==> src/rtl/perf_pkg.sv <==
// Shared definitions for the performance counter unit: divider state
// encoding and the default counter/fraction widths.
package perf_pkg;

  localparam int WIDTH_DEF     = 32;
  localparam int FRAC_BITS_DEF = 8;

  typedef enum logic [1:0] {
    DIV_IDLE = 2'd0,
    DIV_CALC = 2'd1,
    DIV_DONE = 2'd2
  } div_state_e;

endpackage

==> src/rtl/seq_divider.sv <==
// Multi-cycle restoring divider. It produces one quotient bit per cycle,
// MSB first, for NUM_W cycles. The divisor must be non-zero when start is
// accepted. A start is accepted only in IDLE. done is high for the single
// cycle spent in DONE, when quotient is complete. abort returns to IDLE
// immediately.
module seq_divider
  import perf_pkg::*;
#(
  parameter int NUM_W = 40,
  parameter int DEN_W = 32
) (
  input  logic             clk,
  input  logic             rst,
  input  logic             abort,
  input  logic             start,
  input  logic [NUM_W-1:0] num,
  input  logic [DEN_W-1:0] den,
  output logic             busy,
  output logic             done,
  output logic [NUM_W-1:0] quotient
);

  localparam int CNT_W = $clog2(NUM_W);

  div_state_e       state_q, state_d;
  logic [NUM_W-1:0] dvd_q;
  logic [NUM_W-1:0] quo_q;
  logic [DEN_W-1:0] den_q;
  logic [DEN_W-1:0] rem_q;
  logic [CNT_W-1:0] cnt_q;

  logic [DEN_W:0]   trial;
  logic [DEN_W:0]   diff;
  logic [DEN_W:0]   rem_n;
  logic             ge;
  logic             last_bit;
  logic             rem_top_unused;

  // One restoring step: bring down the next dividend bit and subtract if it fits.
  always_comb begin
    trial    = {rem_q, dvd_q[NUM_W-1]};
    diff     = trial - {1'b0, den_q};
    ge       = (trial >= {1'b0, den_q});
    rem_n    = ge ? diff : trial;
    last_bit = (cnt_q == CNT_W'(NUM_W - 1));
  end

  // The partial remainder is always below the divisor, so its top bit is zero.
  assign rem_top_unused = rem_n[DEN_W];

  // Next-state and handshake outputs.
  always_comb begin
    // NOTE: every output of a combinational block gets a default first so no path infers a latch.
    state_d = state_q;
    busy    = 1'b0;
    done    = 1'b0;
    case (state_q)
      DIV_IDLE: if (start) state_d = DIV_CALC;
      DIV_CALC: begin
        busy = 1'b1;
        if (last_bit) state_d = DIV_DONE;
      end
      DIV_DONE: begin
        busy    = 1'b1;
        done    = 1'b1;
        state_d = DIV_IDLE;
      end
      default: state_d = DIV_IDLE;
    endcase
  end

  // State register plus datapath. The datapath is cleared as well, so an
  // aborted division leaves no partial result behind.
  always_ff @(posedge clk) begin
    // NOTE: sequential state uses non-blocking assignments so all registers update from pre-edge values.
    if (rst || abort) begin
      state_q <= DIV_IDLE;
      dvd_q   <= '0;
      quo_q   <= '0;
      den_q   <= '0;
      rem_q   <= '0;
      cnt_q   <= '0;
    end else begin
      state_q <= state_d;
      if (state_q == DIV_IDLE && start) begin
        dvd_q <= num;
        den_q <= den;
        quo_q <= '0;
        rem_q <= '0;
        cnt_q <= '0;
      end else if (state_q == DIV_CALC) begin
        rem_q <= rem_n[DEN_W-1:0];
        quo_q <= {quo_q[NUM_W-2:0], ge};
        dvd_q <= {dvd_q[NUM_W-2:0], 1'b0};
        cnt_q <= cnt_q + CNT_W'(1);
      end
    end
  end

  assign quotient = quo_q;

endmodule

==> src/rtl/perf_counter_unit.sv <==
// Cycle/instruction performance counter with a continuously refreshed
// fixed-point CPI (cycles per instruction). The counters saturate.
// A dirty flag records counter changes since the last snapshot handed to
// the divider.
module perf_counter_unit
  import perf_pkg::*;
#(
  parameter int WIDTH     = WIDTH_DEF,
  parameter int FRAC_BITS = FRAC_BITS_DEF
) (
  input  logic             clk,
  input  logic             rst,
  input  logic             start_instr,
  input  logic             end_instr,
  input  logic             halt,
  input  logic             clear,
  output logic [WIDTH-1:0] total_cycles,
  output logic [WIDTH-1:0] instr_count,
  output logic [WIDTH-1:0] cpi,
  output logic             cpi_valid,
  output logic             busy,
  output logic             ovf
);

  localparam int NUM_W = WIDTH + FRAC_BITS;

  logic             running;
  logic             running_next;
  logic             dirty;
  logic             cyc_at_max;
  logic             ins_at_max;
  logic             cyc_step;
  logic             ins_step;
  logic             div_start;
  logic             div_done;
  logic             quo_over;
  logic [NUM_W-1:0] quotient;

  // Measurement window: halt has priority over a simultaneous start.
  always_comb begin
    running_next = running;
    if (halt)             running_next = 1'b0;
    else if (start_instr) running_next = 1'b1;
  end

  assign cyc_at_max = &total_cycles;
  assign ins_at_max = &instr_count;
  assign cyc_step   = running_next && !cyc_at_max;
  assign ins_step   = end_instr && !ins_at_max;
  assign div_start  = dirty && (instr_count != '0) && !busy;
  assign quo_over   = |quotient[NUM_W-1:WIDTH];

  // Counters, snapshot tracking and result capture; clear acts like reset.
  always_ff @(posedge clk) begin
    if (rst || clear) begin
      running      <= 1'b0;
      dirty        <= 1'b0;
      total_cycles <= '0;
      instr_count  <= '0;
      cpi          <= '0;
      cpi_valid    <= 1'b0;
      ovf          <= 1'b0;
    end else begin
      running <= running_next;
      if (cyc_step) total_cycles <= total_cycles + WIDTH'(1);
      if (ins_step) instr_count  <= instr_count + WIDTH'(1);
      // A change on the snapshot edge itself keeps the flag set.
      dirty <= (dirty && !div_start) || cyc_step || ins_step;
      if (div_done) begin
        cpi       <= quo_over ? '1 : quotient[WIDTH-1:0];
        cpi_valid <= 1'b1;
      end
      ovf <= ovf | (running_next && cyc_at_max) | (end_instr && ins_at_max)
                 | (div_done && quo_over);
    end
  end

  seq_divider #(
    .NUM_W (NUM_W),
    .DEN_W (WIDTH)
  ) u_div (
    .clk      (clk),
    .rst      (rst),
    .abort    (clear),
    .start    (div_start),
    .num      ({total_cycles, {FRAC_BITS{1'b0}}}),
    .den      (instr_count),
    .busy     (busy),
    .done     (div_done),
    .quotient (quotient)
  );

endmodule

==> config.mk <==
export PLATFORM = sky130hd
export DESIGN_NAME = perf_counter_unit
export DESIGN_NICKNAME = d
export VERILOG_FILES = /design/src/rtl/perf_pkg.sv /design/src/rtl/seq_divider.sv /design/src/rtl/perf_counter_unit.sv
export SDC_FILE = /design/constraint.sdc
export NUM_CORES = 1
export LEC_CHECK = 0
export CAP_MARGIN = 10
export CORE_MARGIN = 2
export CORE_UTILIZATION = 50
export CTS_CLUSTER_DIAMETER = 100
export DETAILED_ROUTE_END_ITERATION = 12
export HOLD_SLACK_MARGIN = 0.06
export PLACE_DENSITY = 0.82
export REMOVE_ABC_BUFFERS = 1
export SLEW_MARGIN = 5
export SYNTH_ARGS = -nofsm -noshare
export SYNTH_HDL_FRONTEND = slang
export SYNTH_SLANG_ARGS = --single-unit
==> constraint.sdc <==
create_clock -name clk -period 3.6 [get_ports clk]
set_input_delay 0.54 -clock clk [delete_from_list [all_inputs] [get_ports clk]]
set_output_delay 0.54 -clock clk [all_outputs]
set_load 0.005 [all_outputs]
== Word-level counts from Yosys, hierarchy flattened ==
Index checks and enable logic that the tools add are counted.
W data, S select, Z words.

* Order comparisons: 1
* Bitwise logic cells: 3
* Reduce and logical (&&, ||, !) cells: 25
* Equal/unequal tests: 5
* Add/sub/neg operators: 4
* Multiplexer cells: 11

{| class="wikitable"
|+ Operators by type and width
! operator !! count
|-
| $mux W40 || 2
|-
| $add A32 B1 Y32 const B || 2
|-
| $mux W32 || 2
|-
| $reduce_and A32 Y1 || 2
|-
| $ge A33 B32 Y1 || 1
|-
| $reduce_bool A32 Y1 || 1
|-
| $sub A32 B32 Y32 || 1
|-
| $logic_and A1 B1 Y1 || 9
|-
| $reduce_or A8 Y1 || 1
|-
| $add A6 B1 Y6 const B || 1
|-
| $eq A6 B6 Y1 const B || 1
|-
| $logic_not A1 Y1 || 4
|-
| $mux W1 || 4
|-
| $mux W2 || 2
|-
| $pmux W2 S2 || 1
|-
| $reduce_or A2 Y1 || 2
|-
| $logic_or A1 B1 Y1 || 3
|-
| $or A1 B1 Y1 || 3
|-
| $eq A2 B1 Y1 const B || 1
|-
| $eq A2 B2 Y1 const B || 1
|-
| $logic_not A2 Y1 || 1
|-
| $ne A2 B1 Y1 const B || 1
|-
| $ne A2 B2 Y1 const B || 1
|-
| $reduce_and A2 Y1 || 1
|-
| $reduce_bool A2 Y1 || 1
|}

* Word-level logic and storage cells: 62
* Register bits: 244
* Output and inout bits: 99

== Longest topological paths before layout ==
Gate-level depths: netlist of the first run.

* Depth in word-level cells: 9
* Depth in mapped cells: 14
* Depth with buffers taken out: 11

== By module ==
A second synthesis of the first run with hierarchy kept.

* Cells, all modules: 1,501
* Area total of the unflattened synthesis: 12,607.1 sq um

{| class="wikitable"
|+ Modules (own cells, without submodules)
! module !! sequential area each (sq um) !! cells an instance !! area an instance (sq um) !! instances
|-
| seq_divider || 3,042.9 || 938 || 7,987.7 || 1
|-
| perf_counter_unit || 2,001.9 || 563 || 4,619.4 || 1
|}

== Least setup slack after synthesis of the first run ==
Ideal clock, no wire load.

* Path kind: register -> register
* Start: register u_div.den_q[24]
* End: register u_div.rem_q[31]
* Library setup time: 134 ps
* Stages on the path, launching flop included: 14
* Path slack: 963 ps
* Arrival: 2,503 ps
* Buffers on the path: 3
* Period minus slack after synthesis: 2,637 ps
* Required time: 3,466 ps
* Path through: dfxtp_1 > inv_1 > ha_1 > buf_6 > a21oi_4 > o21ai_2 > a311o_1 > a221o_1 > or3_1 > buf_6 > buf_12 > o21a_1 > a21oi_1 > a211oi_1

* Cells in the longest elaborated chain, start to end: 2

{| class="wikitable"
|+ RTL lines
! what !! RTL line !! RTL
|-
| from (decl) || seq_divider.sv:28 || <nowiki>logic [DEN_W-1:0] den_q;</nowiki>
|-
| from (signal assigned) || seq_divider.sv:87 || <nowiki>den_q <= den;</nowiki>
|-
| $sub A32 B32 Y32 or $ge A33 B32 Y1 (tied branches) || seq_divider.sv:42, seq_divider.sv:43 ||
|-
| $mux W32 * || seq_divider.sv:44 || <nowiki>rem_n = ge ? diff : trial;</nowiki>
|-
| to (signal assigned) || seq_divider.sv:92 || <nowiki>rem_q <= rem_n[DEN_W-1:0];</nowiki>
|-
| to (decl) || seq_divider.sv:29 || <nowiki>logic [DEN_W-1:0] rem_q;</nowiki>
|}

Every way passes the cells marked *; elsewhere a longest branch is shown, timed or not.
A chain may end at the register's enable or synchronous reset.

== Final worst setup path of the first run ==
* Start: register u_div.den_q[26]
* End: register u_div.rem_q[29]

The elaborated chain is that of the path after synthesis.

==> results.md, run 1 <==
* Core footprint at 23300 um^2
* Main synth FF type: dfxtp_1
* Internal power at 0.00434 W
* Die X-Extent at 158 um
* Switching part of the total at 21.7%
* Required @ worst endpoint at between 4 and 5 ns
* Status: finished clean
* RSZ-0062 raised after global routing: no
* CP max stage cell: or4_1
* Clock transition at the registers of the reported paths at about 0.06 ns
* Initial antenna violation count at 1
* Filler cells at 1980
* Total power draw at 0.00554 W
* Share of the yosys chip area belonging to registers at 41.4%
* Layout cells sized above 1 at around 5.1%
* Ys async rst share at 0%
* # placed instances at 1704
* Yosys cell types at 62
* DR WL met3 at 1920 um
* Grt ovf at 0
* CP Data Arrival Time at 3.71 ns
* Wire length on met2 at 12800 um
* Synth top area share at 41.4%
* Router iterations before antenna repair at 5
* CP Cell Sequence: inv_1 > ha_1 > and4_4 > nand4_1 > or4_1 > a211oi_1 > or3_1 > and2_1 > nand2_1 > o21ai_0
* Residual DRC count at 0
* Setup violators final at 0
* PostCTS Resize Cnt at 0
* Antenna cells at 0
* DR top layer: met4
* Period minus WS final at 3.26 ns
* Compound-Gate Fraction of Synth Area at between 10% and 20%
* Area leader, netlist: dfxtp_1
* Placer Congestion at ~0.9
* Multiplexer area fraction after synthesis at 13.0%
* Buffers plus inverters on the worst setup path at 1
* Row count at 56
* Startpoint types: flop
* Post-DR wirelength/cell at approximately 16 um
* First-pass GRT wire length at 45600 um
* Synth Cell Area at 11800 um^2
* Synth Area in Simple Gates at between 10% and 20%
* Gate power share at between 3 and 4%
* Largest family of logic cells by synthesized area: simple AND/OR/NAND/NOR gates
* HP Class: flop to flop
* Drt initial violations at between 700 and 800
* Cell with the most instances after synthesis: dfxtp_1
* Pwr Density at 398 nW/um^2
* Final Non-Filler Cells at 1751
* Clock Sinks at 244
* Largest net degree at the start of global routing at 86
* Synth cell count leaders: dfxtp_1 (244), nor2_1 (212), mux2i_1 (153), a21oi_1 (91), nand2_1 (78)
* Inserted Clock Buffers at 26
* Fmax at between 300 and 400 MHz
* Input/output buffers at 104
* Worst Tran Pin Value at 0.951 ns
* Net switching power at ~0.0012 W
* Total track usage at 22.2%
* Starting Density at between 50% and 60%
* Die height at about 160 um
* LEAKAGE at 5.23 nW
* Wl on met1 at 12800 um
* Htree depth at 1
* Count of nets after finishing at 1459
* Post-CTS Setup Repair Bufs at 0
* Yosys warns at 0
* TritonCTS clock tree: done
* Crit-path max FO at 11
* CP top delay family: simple AND/OR/NAND/NOR gates
* Vias at 9787
* DIE AREA at between 20000 and 25000 um^2
* Clock Skew at 0.00977 ns
* Number of max-cap violations at 0
* Endpoint class of the critical path: flop
* Clk buf depth at 3
* Top cells by area, synth: dfxtp_1 (41%), mux2i_1 (13%), nor2_1 (6.7%), ha_1 (4.1%), a21oi_1 (3.9%)
* Mapped Cells at 1339
* Post-Synth Adder-Cell Area at around 4.3%
* Fin crit share at 90.5%
* Final Max Slew Viols at 0
* Clock network power share at 47.9%
* Sequential share of power at between 40% and 50%
* Routed vias/inst at 5.59
* Hold_buf cts at 0
* Clk root buf: clkbuf_16
* Post-DP HPWL at 19100 um
* Routed wire length at 28000 um
* XOR/XNOR share of the synthesized area at 6.16%
* Hold Fails Final Rpt at 0
* CP peak stage delay at 0.53 ns
* Synthesis-to-finish area growth at 18.1%
* Syn avg cell area at 8.82 um^2
* Vias in the first global route at 9120
* Antenna Nets Post-Route at 0
* EDFF count, synth at 0
* CP Class: flop to flop
* I/O pins at 105
* Worst-Skew Late Latency at 0.54 ns
* FF+latch count, synth at 244
* Slew Limit Headroom at 36.6%
* Worst VDD drop at 0.296 mV
[cell type report]
class / instances / area, um^2 / area share (%)
multi-input cells: 965 / 6400 / 45.9
flip-flops and latches: 244 / 4880 / 35.0
repair buffers: 121 / 1190 / 8.56
clock buffers: 37 / 742 / 5.32
well taps: 319 / 399 / 2.86
inverters: 55 / 206 / 1.48
clock inverters: 10 / 111 / 0.799
[worst min-delay path, cell delays in order, from the launching register on]
cell	delay [ns]
dfxtp_1	0.33
nor2_1	0.04
nor2_1	0.07
[power groups by stage]
stage	registers (W)	logic [W]	clock network, W
after floorplan	0.00277	0.000124	0
after global placement	0.00277	0.000171	0
after detailed placement	0.00277	0.000173	0
after CTS	0.00271	0.000174	0.00269
after global routing	0.00271	0.000191	0.00281
final	0.00271	0.000174	0.00266
[cells in the final DEF (no fill, tap or decap), types with 12 or more instances in the layout]
master,instances
dfxtp_1,244
nor2_1,212
mux2i_1,153
clkdlybuf4s50_1,104
a21oi_1,91
nand2_1,77
inv_1,55
xor2_1,51
a211oi_1,46
o21ai_0,43
ha_1,37
nand3_1,34
xnor2_1,32
nand4_1,26
clkbuf_16,26
buf_4,15
and3_1,14
nor3_1,14
or3_1,12
[cells by family after synthesis]
| logic type | Yosys count |
|---|---|
| flops | 244 |
| fa+ha+maj | 40 |
| compound gates | 248 |
| buf+inv | 130 |
| xor+xnor | 83 |
| mux | 153 |
| simple gates | 441 |
[registers in the layout (all words and copies together) (netlist names)]
signal,count
instr_count,32
u_div.den_q,32
total_cycles,32
u_div.cnt_q,6
dirty,1
u_div.state_q,2
u_div.quotient,40
u_div.dvd_q,32
running,1
cpi,32
ovf,1
u_div.rem_q,32
cpi_valid,1
[worst paths after layout]
check	startpoint	endpoint	slack [ns]	cells after the start
max	u_div.den_q[26]	u_div.rem_q[29]	0.34	10
min	cpi_valid	cpi_valid	0.47	2
min reg2reg	cpi_valid	cpi_valid	0.47	2
max reg2reg	u_div.den_q[26]	u_div.rem_q[29]	0.34	10
[metrics by stage]
step           TNS [ns]  worst slack (ns)  hold WS [ns]  cell area [um^2]  util (%)
6_report              0             0.342         0.472             13900      59.7
5_1_grt               0             0.135         0.520             13900      59.7
4_1_cts               0             0.386         0.472             13900      59.7
3_5_place_dp          0             0.473         0.457             13100      56.1
3_3_place_gp          0             0.552         0.452             13100      56.1
2_1_floorplan   -514.63             -5.25         0.452             11500         -
[per-layer routing]
| metal | track usage (%) | vias to the layer above |
|---|---|---|
| met5 | 0 | - |
| met4 | 5.45 | 0 |
| met3 | 4.68 | 43 |
| met2 | 35.9 | 265 |
| met1 | 30.1 | 4617 |
| li1 | - | 4862 |
No activity file was read; power rests on OpenSTA's default activity.
==> inputs of run 2 (changes only) <==
Settings changed: CTS_BUF_LIST set to sky130_fd_sc_hd__clkbuf_4 sky130_fd_sc_hd__clkbuf_8.
==> run 2 against run 1 <==
Worst setup slack improved by 0.056 ns. Largest power group unchanged. Sequential share of layout area is 0.14 points higher. Sequential cell count unchanged. Maximum frequency up 1.7%. Global-route usage rose by 0.32 points. Via count grew 1.4%. Clock power down 9.0%. Non-clock buffer count is the same. Combinational power barely moved.
==> results.md, run 2 (synthesis results as in run 1) <==
* CP Class: flop to flop
* Clock Skew at 0.0206 ns (+0.0108 ns)
* Footprint of the multi-input gates at 6400 um^2 (unchanged)
* Input/output buffers at 104 (unchanged)
* Residual DRC count at 0 (unchanged)
* Worst Tran Pin Value at 0.943 ns (-0.00817 ns)
* Placed cell area at 13100 um^2 (unchanged)
* CP Data Arrival Time at 3.65 ns (-0.06 ns)
* Grt ovf at 0 (unchanged)
* Reg2Reg Launch Point: u_div.den_q[26]
* Placer Congestion at 0.923 (unchanged)
* Worst VDD drop at 0.256 mV (-14%)
* Setup violators final at 0 (unchanged)
* Clk root buf: clkbuf_8
* Row count at 56 (unchanged)
* DIE AREA at 24900 um^2 (unchanged)
* Post-route cell area at 13900 um^2 (-0.40%)
* Seq. cell area at 4880 um^2 (unchanged)
* Fmax at 312 MHz (+1.7%)
* Reg2Reg Setup Slack at 0.40 ns (+0.06 ns)
* I/O pins at 105 (unchanged)
* RSZ-0062 raised after global routing: no
* TritonCTS clock tree: done
* Status: finished clean
* Total power draw at 0.00531 W (-4.3%)
* Count of nets after finishing at 1474 (+1.0%)
* Routed vias/inst at 5.60 (+0.22%)
* CP max stage cell: or4_1
* Startpoint types: flop
* Most frequent CP cell: a211oi_1
* Vias at 9926 (+1.4%)
* Inserted Clock Buffers at 41 (+58%)
* Crit path to: u_div.rem_q[11]
* Endpoint class of the critical path: flop
* CP peak stage delay at 0.52 ns (about the same)
* Routed wire length at 28200 um (+0.70%)
* Drt initial violations at 776 (+6.7%)
* Largest net degree at the start of global routing at 86 (unchanged)
* Antenna Nets Post-Route at 0 (unchanged)
* CP Launch Point: u_div.den_q[26]
* Total track usage at 22.5% (+0.32 points)
* Post-DR wirelength/cell at 15.9 um (-0.49%)
* Initial antenna violation count at 1 (unchanged)
* Die height at 158 um (unchanged)
* Vias in the first global route at 9235 (+1.3%)
* Starting Density at 50.6% (unchanged)
* Number of max-cap violations at 0 (unchanged)
* Post-DP HPWL at 19100 um (unchanged)
* HP Class: flop to flop
* Crit-path max FO at 16 (+5)
* Die X-Extent at 158 um (unchanged)
* Router iterations before antenna repair at 5 (unchanged)
* Period minus WS final at 3.20 ns (-0.0556 ns)
* Slew Limit Headroom at 37.2% (+0.55 points)
* Most frequent cells in the layout: dfxtp_1 (244), nor2_1 (212), mux2i_1 (153), clkdlybuf4s50_1 (104), a21oi_1 (91)
* FF-to-FF path depth at 10 (unchanged)
* Reg-to-reg endpoint: u_div.rem_q[11]
* CP Cell Sequence: inv_1 > ha_1 > and4_4 > nand4_1 > or4_1 > a211oi_1 > or3_1 > buf_4 > a31oi_1 > a211oi_1
* Number of flip-flops in the largest register at 40 (unchanged)
* Hold Fails Final Rpt at 0 (unchanged)
* Hold_buf cts at 0 (unchanged)
* Layout cells sized above 1 at 6.88% (+1.8 points)
* Fin crit share at 89.0% (-1.5 points)
* Commonest non-fill, non-tap cell in the layout: dfxtp_1
* Filler cells at 1995 (+0.76%)
* Antenna cells at 0 (unchanged)
* Core footprint at 23300 um^2 (unchanged)
* Post-CTS Setup Repair Bufs at 0 (unchanged)
* Final Max Slew Viols at 0 (unchanged)
* PostCTS Resize Cnt at 0 (unchanged)
* Clock Sinks at 244 (unchanged)
* Required @ worst endpoint at 4.04 ns (about the same)
* LEAKAGE at 5.24 nW (+0.12%)
* Synthesis-to-finish area growth at 17.6%
* Clk buf depth at 3 (unchanged)
* Clock transition at the registers of the reported paths at 0.06 ns (about the same)
* Pwr Density at 382 nW/um^2 (-3.9%)
* Htree depth at 2 (+1)
* Worst-Skew Late Latency at 0.55 ns (about the same)
* First-pass GRT wire length at 46000 um (+0.98%)
* Final hold slack at 0.471 ns (-0.00149 ns)
[run 2: worst min path at each step]
stage	startpoint	to	slack, ns	depth (start not counted)
after floorplan	u_div.quotient[39]	u_div.quotient[39]	0.45	2
after global placement	cpi_valid	cpi_valid	0.45	2
after detailed placement	cpi_valid	cpi_valid	0.46	2
after CTS	cpi_valid	cpi_valid	0.47	2
after global routing	cpi_valid	cpi_valid	0.52	2
final	cpi_valid	cpi_valid	0.47	2
[run 2: report_power, final]
part,switching (W),internal [W],leakage (nW)
logic,0.000112,0.0000612,2.84
clock network,0.00109,0.00133,0.432
registers,0.00000537,0.00271,1.97
[run 2: worst max-delay path: cells and delay by family, from the launching register on]
family,cells,cell delay [ns]
adders and majority gates,1,0.40
AOI/OAI and AO/OA,3,0.59
buffers and inverters,2,0.40
and+or+nand+nor,4,1.36
DFF,1,0.35
[run 2: cell type report]
type                    instances  share of cell area, %
flip-flops and latches        244                   35.2
inverters                      55                   1.49
clock buffers                  61                   5.42
well taps                     319                   2.88
multi-input cells             965                   46.1
clock inverters                 7                  0.324
repair buffers                121                   8.60
[run 2: metal layers]
| layer | vias to the layer above | GRT usage, % | wire (um) |
|---|---|---|---|
| met5 | - | 0 | 0 |
| met4 | 0 | 6.58 | 585 |
| met3 | 54 | 4.74 | 1720 |
| met2 | 249 | 36.6 | 12900 |
| met1 | 4736 | 30.0 | 13000 |
| li1 | 4887 | - | - |
[run 2: metrics by stage]
stage                     TNS [ns]  utilization [%]  worst slack, ns  instances
after floorplan            -514.63                -            -5.25       1264
after global placement           0             56.1            0.552       1704
after detailed placement         0             56.1            0.473       1704
after CTS                        0             59.5            0.429       1772
after global routing             0             59.5            0.190       1772
final                            0             59.5            0.397       1772
==> inputs of run 3 (changes only) <==
Settings changed: SLEW_MARGIN 5 to 20.
==> results of run 3 <==
No change in the layout: final DEF, timing and power equal those of run 2.
